File: src/rtl/accum_frame_feeder_pkg.sv
// Shared types for the accumulator frame feeder.
// State encoding, default widths and the frame result record.
package accum_frame_feeder_pkg;

    localparam int WIDTH_DEF     = 16;
    localparam int FRAME_LEN_DEF = 8;
    localparam int CNT_W_DEF     = $clog2(FRAME_LEN_DEF + 1);

    typedef enum logic [1:0] {
        CLEAR,
        RUN,
        DRAIN
    } state_t;

    typedef struct packed {
        logic [WIDTH_DEF-1:0] data;
        logic                 ovf;
        logic [CNT_W_DEF-1:0] count;
    } res_t;

endpackage

File: src/rtl/accum_frame_feeder_slot.sv
// accum_result_slot: one-deep valid/ready holding register for a frame result.
// Ports: clk, reset (async active-low), load/d (capture), free, valid/ready/q (downstream).
module accum_result_slot
    import accum_frame_feeder_pkg::*;
#(
    parameter type T = res_t
) (
    input  logic clk,
    input  logic reset,
    input  logic load,
    input  T     d,
    output logic free,
    output logic valid,
    input  logic ready,
    output T     q
);

    logic valid_q;
    T     q_q;

    // The slot can take a new result when empty or when the current one
    // leaves this cycle.
    assign free  = !valid_q || ready;
    assign valid = valid_q;
    assign q     = q_q;

    always_ff @(posedge clk or negedge reset) begin
        if (!reset) begin
            valid_q <= 1'b0;
            q_q     <= '0;
        end else begin
            if (load && free) begin
                valid_q <= 1'b1;
                q_q     <= d;
            end else if (ready) begin
                valid_q <= 1'b0;
            end
        end
    end

endmodule

File: src/rtl/accum_frame_feeder.sv
// accum_frame_feeder: feeds a free-running accumulator, frames FRAME_LEN samples.
// Ports: clk, reset (async active-low), in_* sample handshake, flush, acc_* to the
// accumulator, res_* frame result handshake (data, ovf, count).
module accum_frame_feeder
    import accum_frame_feeder_pkg::*;
#(
    parameter int WIDTH     = WIDTH_DEF,
    parameter int FRAME_LEN = FRAME_LEN_DEF,
    parameter int CNT_W     = $clog2(FRAME_LEN + 1)
) (
    input  logic             clk,
    input  logic             reset,
    input  logic             in_valid,
    input  logic [WIDTH-1:0] in_data,
    output logic             in_ready,
    input  logic             flush,
    output logic [WIDTH-1:0] acc_in,
    output logic             acc_clr,
    input  logic [WIDTH-1:0] acc_out,
    output logic             res_valid,
    input  logic             res_ready,
    output logic [WIDTH-1:0] res_data,
    output logic             res_ovf,
    output logic [CNT_W-1:0] res_count
);

    typedef struct packed {
        logic [WIDTH-1:0] data;
        logic             ovf;
        logic [CNT_W-1:0] count;
    } frame_res_t;

    localparam logic [CNT_W-1:0] LAST = CNT_W'(FRAME_LEN - 1);

    state_t           state_q, state_d;
    logic [CNT_W-1:0] cnt_q, cnt_d;
    logic             ovf_q, ovf_d;
    logic             carry;
    logic             capture;
    logic             slot_free;
    frame_res_t       slot_d, slot_q;

    // acc_out holds every earlier accepted sample, so adding in_data
    // wraps exactly when acc_out exceeds the headroom ~in_data.
    assign carry = acc_out > ~in_data;

    always_ff @(posedge clk or negedge reset) begin
        if (!reset) begin
            state_q <= CLEAR;
            cnt_q   <= '0;
            ovf_q   <= 1'b0;
        end else begin
            state_q <= state_d;
            cnt_q   <= cnt_d;
            ovf_q   <= ovf_d;
        end
    end

    always_comb begin
        state_d  = state_q;
        cnt_d    = cnt_q;
        ovf_d    = ovf_q;
        in_ready = 1'b0;
        acc_in   = '0;
        acc_clr  = 1'b0;
        capture  = 1'b0;
        unique case (state_q)
            CLEAR: begin
                acc_clr = 1'b1;
                state_d = RUN;
            end
            RUN: begin
                in_ready = 1'b1;
                if (in_valid) begin
                    acc_in = in_data;
                    cnt_d  = cnt_q + CNT_W'(1);
                    if (carry) ovf_d = 1'b1;
                    if (cnt_q == LAST) state_d = DRAIN;
                end
                // A flush on an empty frame has nothing to report.
                if (flush && (cnt_q != '0 || in_valid)) state_d = DRAIN;
            end
            DRAIN: begin
                if (slot_free) begin
                    capture = 1'b1;
                    acc_clr = 1'b1;
                    cnt_d   = '0;
                    ovf_d   = 1'b0;
                    state_d = RUN;
                end
            end
            default: begin
                acc_clr = 1'b1;
                state_d = CLEAR;
            end
        endcase
    end

    assign slot_d = '{data: acc_out, ovf: ovf_q, count: cnt_q};

    accum_result_slot #(
        .T (frame_res_t)
    ) u_slot (
        .clk   (clk),
        .reset (reset),
        .load  (capture),
        .d     (slot_d),
        .free  (slot_free),
        .valid (res_valid),
        .ready (res_ready),
        .q     (slot_q)
    );

    assign res_data  = slot_q.data;
    assign res_ovf   = slot_q.ovf;
    assign res_count = slot_q.count;

endmodule

File: config.mk
export PLATFORM = sky130hd
export DESIGN_NAME = accum_frame_feeder
export DESIGN_NICKNAME = d
export VERILOG_FILES = /design/src/rtl/accum_frame_feeder_pkg.sv /design/src/rtl/accum_frame_feeder_slot.sv /design/src/rtl/accum_frame_feeder.sv
export SDC_FILE = /design/constraint.sdc
export NUM_CORES = 1
export LEC_CHECK = 0
export CAP_MARGIN = 25
export CORE_UTILIZATION = 38
export CTS_BUF_LIST = sky130_fd_sc_hd__clkbuf_4 sky130_fd_sc_hd__clkbuf_8
export CTS_CLUSTER_DIAMETER = 80
export DETAILED_ROUTE_END_ITERATION = 10
export GPL_TIMING_DRIVEN = 0
export PLACE_DENSITY = 0.78
export SYNTH_ARGS = -nofsm -noshare
export SYNTH_HDL_FRONTEND = slang
export SYNTH_SLANG_ARGS = --single-unit
export TNS_END_PERCENT = 100
File: constraint.sdc
create_clock -name clk -period 1.4 [get_ports clk]
set_input_delay 0.21 -clock clk [delete_from_list [all_inputs] [get_ports clk]]
set_output_delay 0.21 -clock clk [all_outputs]
set_load 0.01 [all_outputs]
Word-level counts from Yosys, hierarchy flattened
Cells that the tools add are included.
{ "op_classes": {"n_reduce_logical": 12, "magnitude_cmp": 1, "n_eq_ne": 8, "muxes": 20, "add_sub_neg": 1, "bitwise": 1} }
{ "op_table": {"columns": ["operator", "count"], "rows": [
  ["2-to-1 mux 16 bit", 2],
  ["greater-than comparator 16 bit", 1],
  ["inverter 16 bit", 1],
  ["2-to-1 mux 1 bit", 8],
  ["2-to-1 mux 2 bit", 4],
  ["2-to-1 mux 4 bit", 2],
  ["one-hot mux 4 bit (2 select lines)", 1],
  ["!= test 3 bit, second input constant", 2],
  ["one-hot mux 2 bit (3 select lines)", 1],
  ["AND reduction 3 bit", 2],
  ["adder 4 x 1 -> 4 bit, second input constant", 1],
  ["equality test 4 x 3 -> 1 bit, second input constant", 1],
  ["!= test 2 bit, second input constant", 2],
  ["one-hot mux 1 bit (2 select lines)", 2],
  ["AND reduction 4 bit", 1],
  ["nonzero test 2 bit", 2],
  ["nonzero test 4 bit", 1],
  ["equality test 2 x 1 -> 1 bit, second input constant", 1],
  ["equality test 2 bit, second input constant", 1],
  ["logical AND 1 bit", 2],
  ["logical NOT 2 bit", 1],
  ["logical OR 1 bit", 2],
  ["!= test 2 x 1 -> 1 bit, second input constant", 1],
  ["logical NOT 1 bit", 1]
]} }
{ "totals": {"wordCells": 50, "out_inout_bits": 40, "regBits": 29} }

Logic depth before layout (Yosys ltp)
Gate-level depths: netlist (run 1).
{ "logic_depth": {"ltp_word": 6, "mapped_depth": 6} }

Hierarchy
From an unflattened synthesis (run 1), not the netlist that was laid out.
{ "unflattened": {"hier_cells": 148, "hier_area_um2": 1759.2} }
{ "modules_own_cells": {"columns": ["mod", "seq_area_each_um2", "instances", "cells_each", "area_per_inst_um2"], "rows": [
  ["accum_result_slot", 550.5, 1, 48, 934.6],
  ["accum_frame_feeder", 175.2, 1, 100, 824.5]
]} }

Worst setup path before layout (run 1)
Ideal clock, no wire load.
{ "synth_path": {"path_kind": "input -> register", "startpoint": "input port in_data[15]", "endpoint": "register ovf_q", "path_buffers": 0, "required_ns": 1.261, "setup_ns": 0.139, "arrival_time_ns": 1.340, "setup_slack_ns": -0.078, "cell_stages": 5, "path_cell_list": "ha_1 > nand4_2 > or4_1 > a21oi_1 > a311oi_1"} }
{ "synth_between": {"elab_chain_cells": 4} }
{ "synth_rtl": {"columns": ["element", "line", "text"], "rows": [
  ["from (decl)", "accum_frame_feeder.sv:14", "input logic [WIDTH-1:0] in_data,"],
  ["inverter 16 bit", "accum_frame_feeder.sv:45", "assign carry = acc_out > ~in_data;"],
  ["greater-than comparator 16 bit", "accum_frame_feeder.sv:45", null],
  ["!= test 2 bit (no line)", null, null],
  ["AND reduction 4 bit (no line)", null, null],
  ["to (signal assigned)", "accum_frame_feeder.sv:55", "ovf_q <= ovf_d;"],
  ["to (decl)", "accum_frame_feeder.sv:37", "logic ovf_q, ovf_d;"]
]} }
Every way passes these cells.
A chain may end at the register's enable or synchronous reset.

Worst setup path after layout (run 1)
{ "layout_path": {"startpoint": "register state_q[0]", "endpoint": "output port acc_in[13]"} }
{ "layout_between": {"elab_chain_cells": 2} }
{ "layout_rtl": {"columns": ["element", "line", "text"], "rows": [
  ["from (decl)", "accum_frame_feeder.sv:35", "state_t state_q, state_d;"],
  ["from (signal assigned)", "accum_frame_feeder.sv:53", "state_q <= state_d;"],
  ["equality test 2 x 1 -> 1 bit", "accum_frame_feeder.sv:67", "unique case (state_q)"],
  ["2-to-1 mux 16 bit", "accum_frame_feeder.sv:67", null],
  ["to (decl)", "accum_frame_feeder.sv:17", "output logic [WIDTH-1:0] acc_in,"]
]} }
Every way passes these cells.

==> results.json, run 1 <==
{
  "startpoint_type": "flip-flop",
  "initial_core_util_pct": 40.5,
  "grt-ovfl-total": 0,
  "cpPeakStageDelay_ns": 0.41,
  "ys.warnings.count": 0,
  "area_growth_pct": 76.8,
  "grt_pass1_wl_um": 7210,
  "synth_edf_count": 0,
  "die-area_um2": 4620,
  "cp-end-kind": "output port",
  "worst-path-max-fanout": 5,
  "cts_buffers": 5,
  "drc_errors": 0,
  "drt_iter0_drc": 28,
  "slowest_stage": "dfrtp_1",
  "cts_tree": "done",
  "groute.usage.overall_pct": 21.5,
  "worstHoldPathType": "in2reg",
  "max_freq_ghz": 0.613,
  "num_rows": 23,
  "yosys.area_share.simple_pct": 15.7,
  "required_ns": 1.19,
  "dr.pass1.iters": 4,
  "peakVddDrop_v": 0.000802,
  "period_needed_ns": 1.63,
  "cts.sink_count": 29,
  "ctsLongestPathBuffers": 2,
  "vias_per_cell": 5.14,
  "p_total_mw": 4.75,
  "synth_fa_ha_area_share_pct": 13.6,
  "status": "complete, but fails checks",
  "synth_compound_area_share_pct": 7.11,
  "nets": 296,
  "clock_latency_ns": 0.28,
  "slew_viol_final": 0,
  "layout_setup_ws_ns": -0.230,
  "syn_nets": 198,
  "die_h_um": 68.0,
  "violations": "negative setup slack",
  "synth_mux_area_share_pct": 15.0,
  "dieWidth_um": 68.0,
  "ant_nets": 0,
  "synth_xor_area_share_pct": 1.06,
  "drive_gt1_share_pct": 45.2,
  "ys_seq_area_share_pct": 43.9,
  "placed_area_um2": 2550,
  "async_reset_ff_share_pct": 100,
  "clk_pin_slew_ns": 0.06,
  "syn_area_um2": 1650,
  "criticalPathCategory": "reg2out",
  "portBuffers": 76,
  "hold_violations": 0,
  "totalWireLength_um": 4590,
  "hpwl_um": 3090,
  "powerDensity_nw_per_um2": 1620,
  "n_antenna_cell": 0,
  "post_drt_wl_per_cell_um": 15.8,
  "synth_top_family_by_area": "simple AND/OR/NAND/NOR gates",
  "cts-root-buf": "clkbuf_8",
  "vias": 1497,
  "skew_ns": 0.00546,
  "cp_common_cell": "buf_6",
  "finalSetupViolCount": 34,
  "gp_congestion": 0.744,
  "p_leak_nw": 1.52,
  "critPathArrivalTime_ns": 1.42,
  "h-tree-depth": 2,
  "synth.distinct_cells": 30,
  "grt_max_degree": 21,
  "cp_cell_sequence": "and3b_2 -> buf_6 -> buf_8 -> and2_4 -> buf_6",
  "grt_pass1_vias": 1567,
  "ctsHoldBuffers": 0,
  "max_slew_margin_pct": 61.5,
  "num_io_pins": 77,
  "ys.flop_type": "dfrtp_1",
  "fin_crit_sh_pct": 116,
  "tightest_slew_ns": 0.576,
  "rsz0062_at_grt": "true",
  "maxCapViolations": 0,
  "synth_cells": 143,
  "core_region_area_um2": 4090,
  "synth_area_per_cell_um2": 11.6,
  "antenna_found_initial": 0,
  "final_cell_area_um2": 2920,
  "ys_seq_elements": 29
}
critical path, delay by kind of cell (launching register included):
family                 cells  cell delay [ns]
AND/OR/NAND/NOR            2             0.36
flip-flops                 1             0.41
buffers and inverters      3             0.36
synth_stat cells (2+ instances only):
cell type,instances,area [um2]
o21ai_0,2,10.0
buf_6,3,33.8
inv_1,5,18.8
nand2b_1,2,12.5
nand4_1,5,31.3
nor2b_1,3,18.8
a21o_1,2,15.0
dfrtp_1,29,726
nor2_1,7,26.3
a21oi_1,7,35.0
mux2_1,21,236
xor2_1,2,17.5
nand2_1,5,18.8
and2_1,16,100
ha_1,18,225
and3b_1,2,17.5
placed cells by master (no fill, tap or decap), types with 4 or more instances in the layout:
| cell | instances |
|---|---|
| a21oi_1 | 7 |
| and2_1 | 5 |
| and2_4 | 11 |
| buf_2 | 12 |
| buf_4 | 13 |
| buf_6 | 15 |
| clkbuf_2 | 12 |
| clkbuf_8 | 6 |
| clkdlybuf4s15_1 | 4 |
| clkdlybuf4s50_1 | 7 |
| dfrtp_1 | 29 |
| dlygate4sd2_1 | 12 |
| dlymetal6s2s_1 | 16 |
| ha_1 | 5 |
| ha_4 | 12 |
| inv_1 | 5 |
| mux2_1 | 13 |
| mux2_4 | 8 |
| nand2_1 | 4 |
| nand4_1 | 5 |
| nor2_1 | 5 |
logic make-up after synthesis:
kind of cell,after synthesis
xor gates and xnor gates,2
and+or+nand+nor,44
DFF,29
AOI/OAI and AO/OA,18
adders and majority gates,18
muxes,22
buffers and inverters,10
flip-flops by register name (all words and copies together), names as in the netlist:
name,count
state_q,2
u_slot.valid,1
u_slot.q,21
cnt_q,4
ovf_q,1
per-layer routing:
layer | track usage (%) | wire [um] | up-vias
met1 | 25.5 | 1900 | 736
li1 | - | - | 709
met3 | 8.00 | 280 | 6
met4 | 8.33 | 53 | 0
met5 | 0 | 0 | -
met2 | 34.8 | 2360 | 46
metrics by stage:
stage                     setup WS, ns  instances  util, %  hold WS, ns  TNS (ns)
after global routing            -0.277        291     71.6        0.159     -5.64
after global placement          -0.804        269     61.8        0.461    -30.80
final                           -0.230        291     71.6        0.154     -3.58
after floorplan                0.00754        143        -      -0.0856         0
after detailed placement        -0.796        270     62.5        0.473    -19.70
after CTS                       -0.266        288     67.4        0.196     -5.32
layout make-up:
type / count / area (um2)
Fill cell: 289 / 1160
Multi-Input combinational cell: 104 / 1130
Timing Repair Buffer: 92 / 833
Sequential cell: 29 / 726
Clock buffer: 7 / 90.1
Buffer: 4 / 66.3
Tap cell: 50 / 62.6
Inverter: 5 / 18.8
where the power goes:
part	total, mW	internal, mW	switching, mW
clock	0.719	0.408	0.311
combinational	2.57	1.54	1.03
sequential	1.46	1.23	0.232
total	4.75	3.17	1.57
worst paths after layout:
| path | startpoint | to | slack, ns | cells past startpoint |
|---|---|---|---|---|
| max | state_q[0] | acc_in[13] | -0.23 | 5 |
| min | acc_out[11] | u_slot.q[16] | 0.15 | 2 |
| max reg2reg | state_q[0] | u_slot.q[7] | -0.02 | 5 |
| min reg2reg | u_slot.q[0] | u_slot.q[0] | 0.48 | 1 |
| max in group asynchronous | reset | u_slot.q[0] | 0.60 | 2 |
| min in group asynchronous | reset | u_slot.q[10] | 0.29 | 1 |
timing repair:
action                     CTS  global route
setup endpoints to repair   39            62
gates cloned                 1             0
buffers inserted            10             5
pin swaps                   28            19
gates resized for setup    163            77
Power figures use the tool's default switching activity.
==> run 2, diff against run 1 <==
--- a/config.mk
+++ b/config.mk
@@ -10,8 +10,9 @@
 export CTS_BUF_LIST = sky130_fd_sc_hd__clkbuf_4 sky130_fd_sc_hd__clkbuf_8
 export CTS_CLUSTER_DIAMETER = 80
 export DETAILED_ROUTE_END_ITERATION = 10
+export GPL_ROUTABILITY_DRIVEN = 0
 export GPL_TIMING_DRIVEN = 0
-export PLACE_DENSITY = 0.78
+export PLACE_DENSITY = 0.85
 export SYNTH_ARGS = -nofsm -noshare
 export SYNTH_HDL_FRONTEND = slang
 export SYNTH_SLANG_ARGS = --single-unit
==> run 2 against run 1 <==
Net effect: the run still ends with negative setup slack left; non-clock buffer count up 18; worst hold slack gained 0.036 ns; design area increased by 9.6%; global-route usage is 2.3 points higher; register-to-register slack worse by 0.15 ns; clock skew is essentially flat; critical path type unchanged; largest cell class unchanged; highest routed layer unchanged.
==> results.json, run 2 (same netlist as run 1, synthesis figures left out) <==
{
  "fin_crit_sh_pct": 117,
  "drt_iter0_drc": 67,
  "wl_met2_um": 2690,
  "hold_violations": 0,
  "skew_ns": 0.00510,
  "timing.hold.ws_ns": 0.189,
  "p_leak_nw": 1.68,
  "drive_gt1_share_pct": 58.8,
  "tightest_slew_ns": 0.535,
  "portBuffers": 76,
  "ctsHoldBuffers": 0,
  "num_io_pins": 77,
  "grt_max_degree": 21,
  "cp-end-kind": "output port",
  "cts_tree": "done",
  "highest_layer": "met4",
  "period_needed_ns": 1.64,
  "nets": 314,
  "grt_pass1_vias": 1574,
  "clock_latency_ns": 0.28,
  "totalWireLength_um": 5400,
  "dr.pass1.iters": 4,
  "required_ns": 1.19,
  "groute.usage.overall_pct": 23.8,
  "num_rows": 23,
  "slowest_stage": "dfrtp_1",
  "drc_errors": 0,
  "status": "complete, but fails checks",
  "cp_cell_sequence": "and3b_2 -> buf_6 -> buf_8 -> and2_4 -> buf_6",
  "core_region_area_um2": 4090,
  "h-tree-depth": 2,
  "wl_met3_um": 311,
  "maxCapViolations": 0,
  "n_antenna_cell": 0,
  "wl_met1_um": 2290,
  "p_int_mw": 3.59,
  "grt_pass1_wl_um": 7800,
  "die_h_um": 68.0,
  "grt-ovfl-total": 0,
  "violations": "negative setup slack",
  "dieWidth_um": 68.0,
  "final_common_cell": "dfrtp_1",
  "cts-root-buf": "clkbuf_8",
  "layout_setup_ws_ns": -0.243,
  "cp_common_cell": "buf_6",
  "combinationalPowerShare_pct": 59.2,
  "ant_nets": 0,
  "critPathArrivalTime_ns": 1.43,
  "pre_cts_ws_ns": -0.819,
  "initial_core_util_pct": 40.5,
  "worst-path-max-fanout": 5,
  "startpoint_type": "flip-flop",
  "critPathTopFamily": "flip-flops",
  "powerDensity_nw_per_um2": 1680,
  "max_slew_margin_pct": 64.2,
  "pwr-share-seq_pct": 27.8,
  "criticalPathCategory": "reg2out",
  "cts_buffers": 5,
  "post_drt_wl_per_cell_um": 17.4,
  "cpPeakStageDelay_ns": 0.40,
  "largest_register_ffs": 21,
  "area_growth_pct": 93.7,
  "cts.sink_count": 29,
  "die-area_um2": 4620,
  "slew_viol_final": 0,
  "cp_num_buf_inv": 3,
  "antenna_found_initial": 0,
  "finalSetupViolCount": 40,
  "worstHoldPathType": "in2reg",
  "swShare_pct": 33.5,
  "most-common-layout-cells": "dfrtp_1, buf_4, mux2_4, buf_6, dlymetal6s2s_1",
  "vias_per_cell": 5.09,
  "ctsLongestPathBuffers": 2,
  "power_frac_clock_pct": 12.9,
  "vias": 1579,
  "hpwl_um": 3060,
  "rsz0062_at_grt": "true",
  "clk_pin_slew_ns": 0.06,
  "p_switching_mw": 1.81,
  "peakVddDrop_v": 0.000836,
  "max_freq_ghz": 0.609,
  "p_total_mw": 5.40,
  "placed_area_um2": 2540,
  "final_cell_area_um2": 3200
}
## run 2: cell types whose count changed in the layout (fill, tap and decap cells not counted), sizes merged
cell	change
dlymetal6s2s	+2
clkinv	+2
clkbuf	+2
clkdlybuf4s50	-2
dlygate4sd2	-9
clkdlybuf4s15	+6
buf	+18
## run 2: what timing repair did
action / CTS / global route
buffers inserted: 22 / 12
resized for setup: 202 / 85
endpoints found under the setup margin: 37 / 63
cloned: 3 / 0
pin swaps: 27 / 25
## run 2: per-layer routing
metal / global-route usage [%] / vias up
li1: - / 741
met1: 30.7 / 771
met2: 39.2 / 55
met3: 5.00 / 12
met4: 7.81 / 0
met5: 0 / -
## run 2: final cells by class
cell class,count,area (um2)
clock buffer,6,76.3
tap,50,62.6
inverter,5,18.8
clock inverter,2,10.0
sequential,29,726
multi-input combinational,104,1230
fill,255,882
buffer,3,45.0
timing repair buffer,111,1030
## run 2: per-stage QoR
stage | utilization [%] | TNS [ns] | std cells
finish | 78.4 | -6.33 | 310
global route | 78.4 | -7.80 | 310
CTS | 73.8 | -7.04 | 303
detailed placement | 62.2 | -19.66 | 270
global placement | 61.8 | -30.98 | 269
floorplan | - | 0 | 143
## run 2: power groups by stage
stage	sequential (mW)	combinational, mW	clock (mW)
finish	1.50	3.20	0.698
global route	1.55	3.41	0.752
CTS	1.49	3.03	0.709
detailed placement	1.47	2.16	0
global placement	1.45	2.11	0
floorplan	1.58	0.876	0
## run 2: final timing paths
path	start	end	slack (ns)	cells past startpoint
hold reg to reg	u_slot.q[0]	u_slot.q[0]	0.51	1
setup reg to reg	state_q[0]	u_slot.q[10]	-0.17	6
min in group asynchronous	reset	u_slot.q[8]	0.27	1
setup / recovery	state_q[0]	acc_in[14]	-0.24	5
max in group asynchronous	reset	state_q[1]	0.60	2
hold / removal	acc_out[11]	u_slot.q[16]	0.19	2
## run 2: worst reg2reg max path: cells and delay by family (launching register included)
kind / cells / cell delay, ns
buf+inv: 3 / 0.41
flops: 1 / 0.40
mux: 1 / 0.30
simple gates: 2 / 0.34
==> run 3, diff against run 2 <==
--- a/config.mk
+++ b/config.mk
@@ -6,13 +6,13 @@
 export NUM_CORES = 1
 export LEC_CHECK = 0
 export CAP_MARGIN = 25
-export CORE_UTILIZATION = 38
+export CORE_UTILIZATION = 39
 export CTS_BUF_LIST = sky130_fd_sc_hd__clkbuf_4 sky130_fd_sc_hd__clkbuf_8
 export CTS_CLUSTER_DIAMETER = 80
 export DETAILED_ROUTE_END_ITERATION = 10
 export GPL_ROUTABILITY_DRIVEN = 0
 export GPL_TIMING_DRIVEN = 0
-export PLACE_DENSITY = 0.85
+export PLACE_DENSITY = 0.84
 export SYNTH_ARGS = -nofsm -noshare
 export SYNTH_HDL_FRONTEND = slang
 export SYNTH_SLANG_ARGS = --single-unit
==> constraint.sdc (replaced) <==
create_clock -name clk -period 2.1 [get_ports clk]
set_input_delay 0.315 -clock clk [delete_from_list [all_inputs] [get_ports clk]]
set_output_delay 0.315 -clock clk [all_outputs]
set_load 0.01 [all_outputs]
==> run 3 against run 2 <==
Net effect: the flow now finishes without violations; sequential power down 35%; critical path depth unchanged; die area down 2.5%; non-clock buffer count down 31; register-to-register slack better by 0.77 ns; first-iteration DRC count down 51%; global-route usage down 4.3 points.
==> results.json, run 3 (same netlist as run 1, synthesis figures left out) <==
{
  "status": "finished, final reports clean",
  "cts-root-buf": "clkbuf_8",
  "portBuffers": 76,
  "met3_usage_pct": 6.68,
  "p_leak_nw": 1.21,
  "critPathArrivalTime_ns": 1.62,
  "num_io_pins": 77,
  "cpPeakStageDelay_ns": 0.48,
  "drt_iter0_drc": 33,
  "cp-end-kind": "output port",
  "grt_pass1_wl_um": 6310,
  "skew_ns": 0.00392,
  "startpoint_type": "primary input",
  "worst-path-max-fanout": 3,
  "worstHoldPathType": "reg2reg",
  "ctsLongestPathBuffers": 2,
  "groute.usage.overall_pct": 19.5,
  "critPathLaunch": "res_ready",
  "rsz0062_at_grt": "false",
  "num_rows": 23,
  "die-area_um2": 4510,
  "dr.pass1.iters": 4,
  "met1_usage_pct": 23.1,
  "hpwl_um": 3160,
  "grt_pass1_vias": 1404,
  "fillerInstances": 363,
  "max_freq_ghz": 0.518,
  "final_common_cell": "clkdlybuf4s50_1",
  "area_growth_pct": 56.2,
  "max_slew_margin_pct": 48.9,
  "vias": 1377,
  "finalSetupViolCount": 0,
  "antenna_found_initial": 0,
  "cts.sink_count": 29,
  "clock_latency_ns": 0.27,
  "cts_buffers": 5,
  "r2r_slack_ns": 0.60,
  "criticalPathCategory": "in2out",
  "peakVddDrop_v": 0.000551,
  "clk_pin_slew_ns": 0.06,
  "hold_start": "state_q[0]",
  "cts_tree": "done",
  "slowest_stage": "clkdlybuf4s50_1",
  "hold_violations": 0,
  "dieWidth_um": 67.1,
  "r2r-start": "state_q[0]",
  "required_ns": 1.78,
  "initial_core_util_pct": 41.1,
  "fin_crit_sh_pct": 92.0,
  "h-tree-depth": 2,
  "cp_cell_sequence": "clkdlybuf4s50_1 -> nand2b_1 -> nor2_1 -> nor2_1 -> clkdlybuf4s50_1",
  "n_antenna_cell": 0,
  "vias_per_cell": 4.97,
  "period_needed_ns": 1.93,
  "post_drt_wl_per_cell_um": 14.1,
  "powerDensity_nw_per_um2": 1080,
  "multiInputGateArea_um2": 868,
  "placed_area_um2": 2500,
  "final_cell_area_um2": 2580,
  "largest_register_ffs": 21,
  "grt-ovfl-total": 0,
  "grt_max_degree": 17,
  "timing.hold.ws_ns": 0.481,
  "busiest_layer": "met2",
  "finish.utilization_pct": 64.1,
  "most-common-layout-cells": "clkdlybuf4s50_1, dfrtp_1, mux2_1, ha_1",
  "drc_errors": 0,
  "drive_gt1_share_pct": 7.49,
  "maxCapViolations": 0,
  "slew_viol_final": 0,
  "ant_nets": 0,
  "nets": 283,
  "tightest_slew_ns": 0.765,
  "totalWireLength_um": 3920,
  "grt_util_met2_pct": 32.8,
  "die_h_um": 67.1,
  "register_area_um2": 726,
  "core_region_area_um2": 4030,
  "ctsHoldBuffers": 0
}
## run 3: metal layers
layer	part of all wire [%]	wire length [um]	vias up
met2	47	1850	57
met1	44	1710	641
met5	0	0	-
li1	-	-	675
met3	8.1	317	4
met4	1.0	40	0
## run 3: metrics by stage
step                      TNS [ns]  std cells  setup slack (ns)  power [mW]
final                            0        277             0.168        2.80
after floorplan                  0        143             0.517        1.63
after detailed placement     -4.57        270            -0.377        2.42
after global placement       -3.98        269            -0.305        2.36
after CTS                        0        277             0.177        2.83
after global routing             0        277            0.0801        3.01
## run 3: final cells by class
cell class / instances / area share [%]
well taps: 50 / 2.42
plain buffers: 5 / 2.28
inverters: 5 / 0.726
multi-input cells: 104 / 33.6
clock buffers: 5 / 2.66
flip-flops and latches: 29 / 28.1
clock inverters: 1 / 0.194
repair buffers: 78 / 30.0
## run 3: where the power goes
part | switching [mW] | internal (mW) | leakage (nW)
sequential | 0.157 | 0.818 | 0.356
combinational | 0.564 | 0.842 | 0.819
clock | 0.197 | 0.217 | 0.0399
## run 3: what timing repair did
action / 4_1_cts / 5_1_grt
buffers inserted: 1 / 0
resized for setup: 22 / 0
hold endpoints to repair: 0 / 0
setup endpoints to repair: 16 / 0
## run 3: path summary, 6_finish.rpt
| path | end | cells past startpoint |
|---|---|---|
| min reg2reg | state_q[0] | 1 |
| max reg2reg | u_slot.q[6] | 5 |
| min | state_q[0] | 1 |
| max | acc_clr | 5 |
| max in group asynchronous | u_slot.q[20] | 2 |
| min in group asynchronous | u_slot.q[4] | 1 |
## run 3: critical path, delay by kind of cell
family	cells	cell delay [ns]
AND/OR/NAND/NOR	3	0.43
buffers and inverters	2	0.87
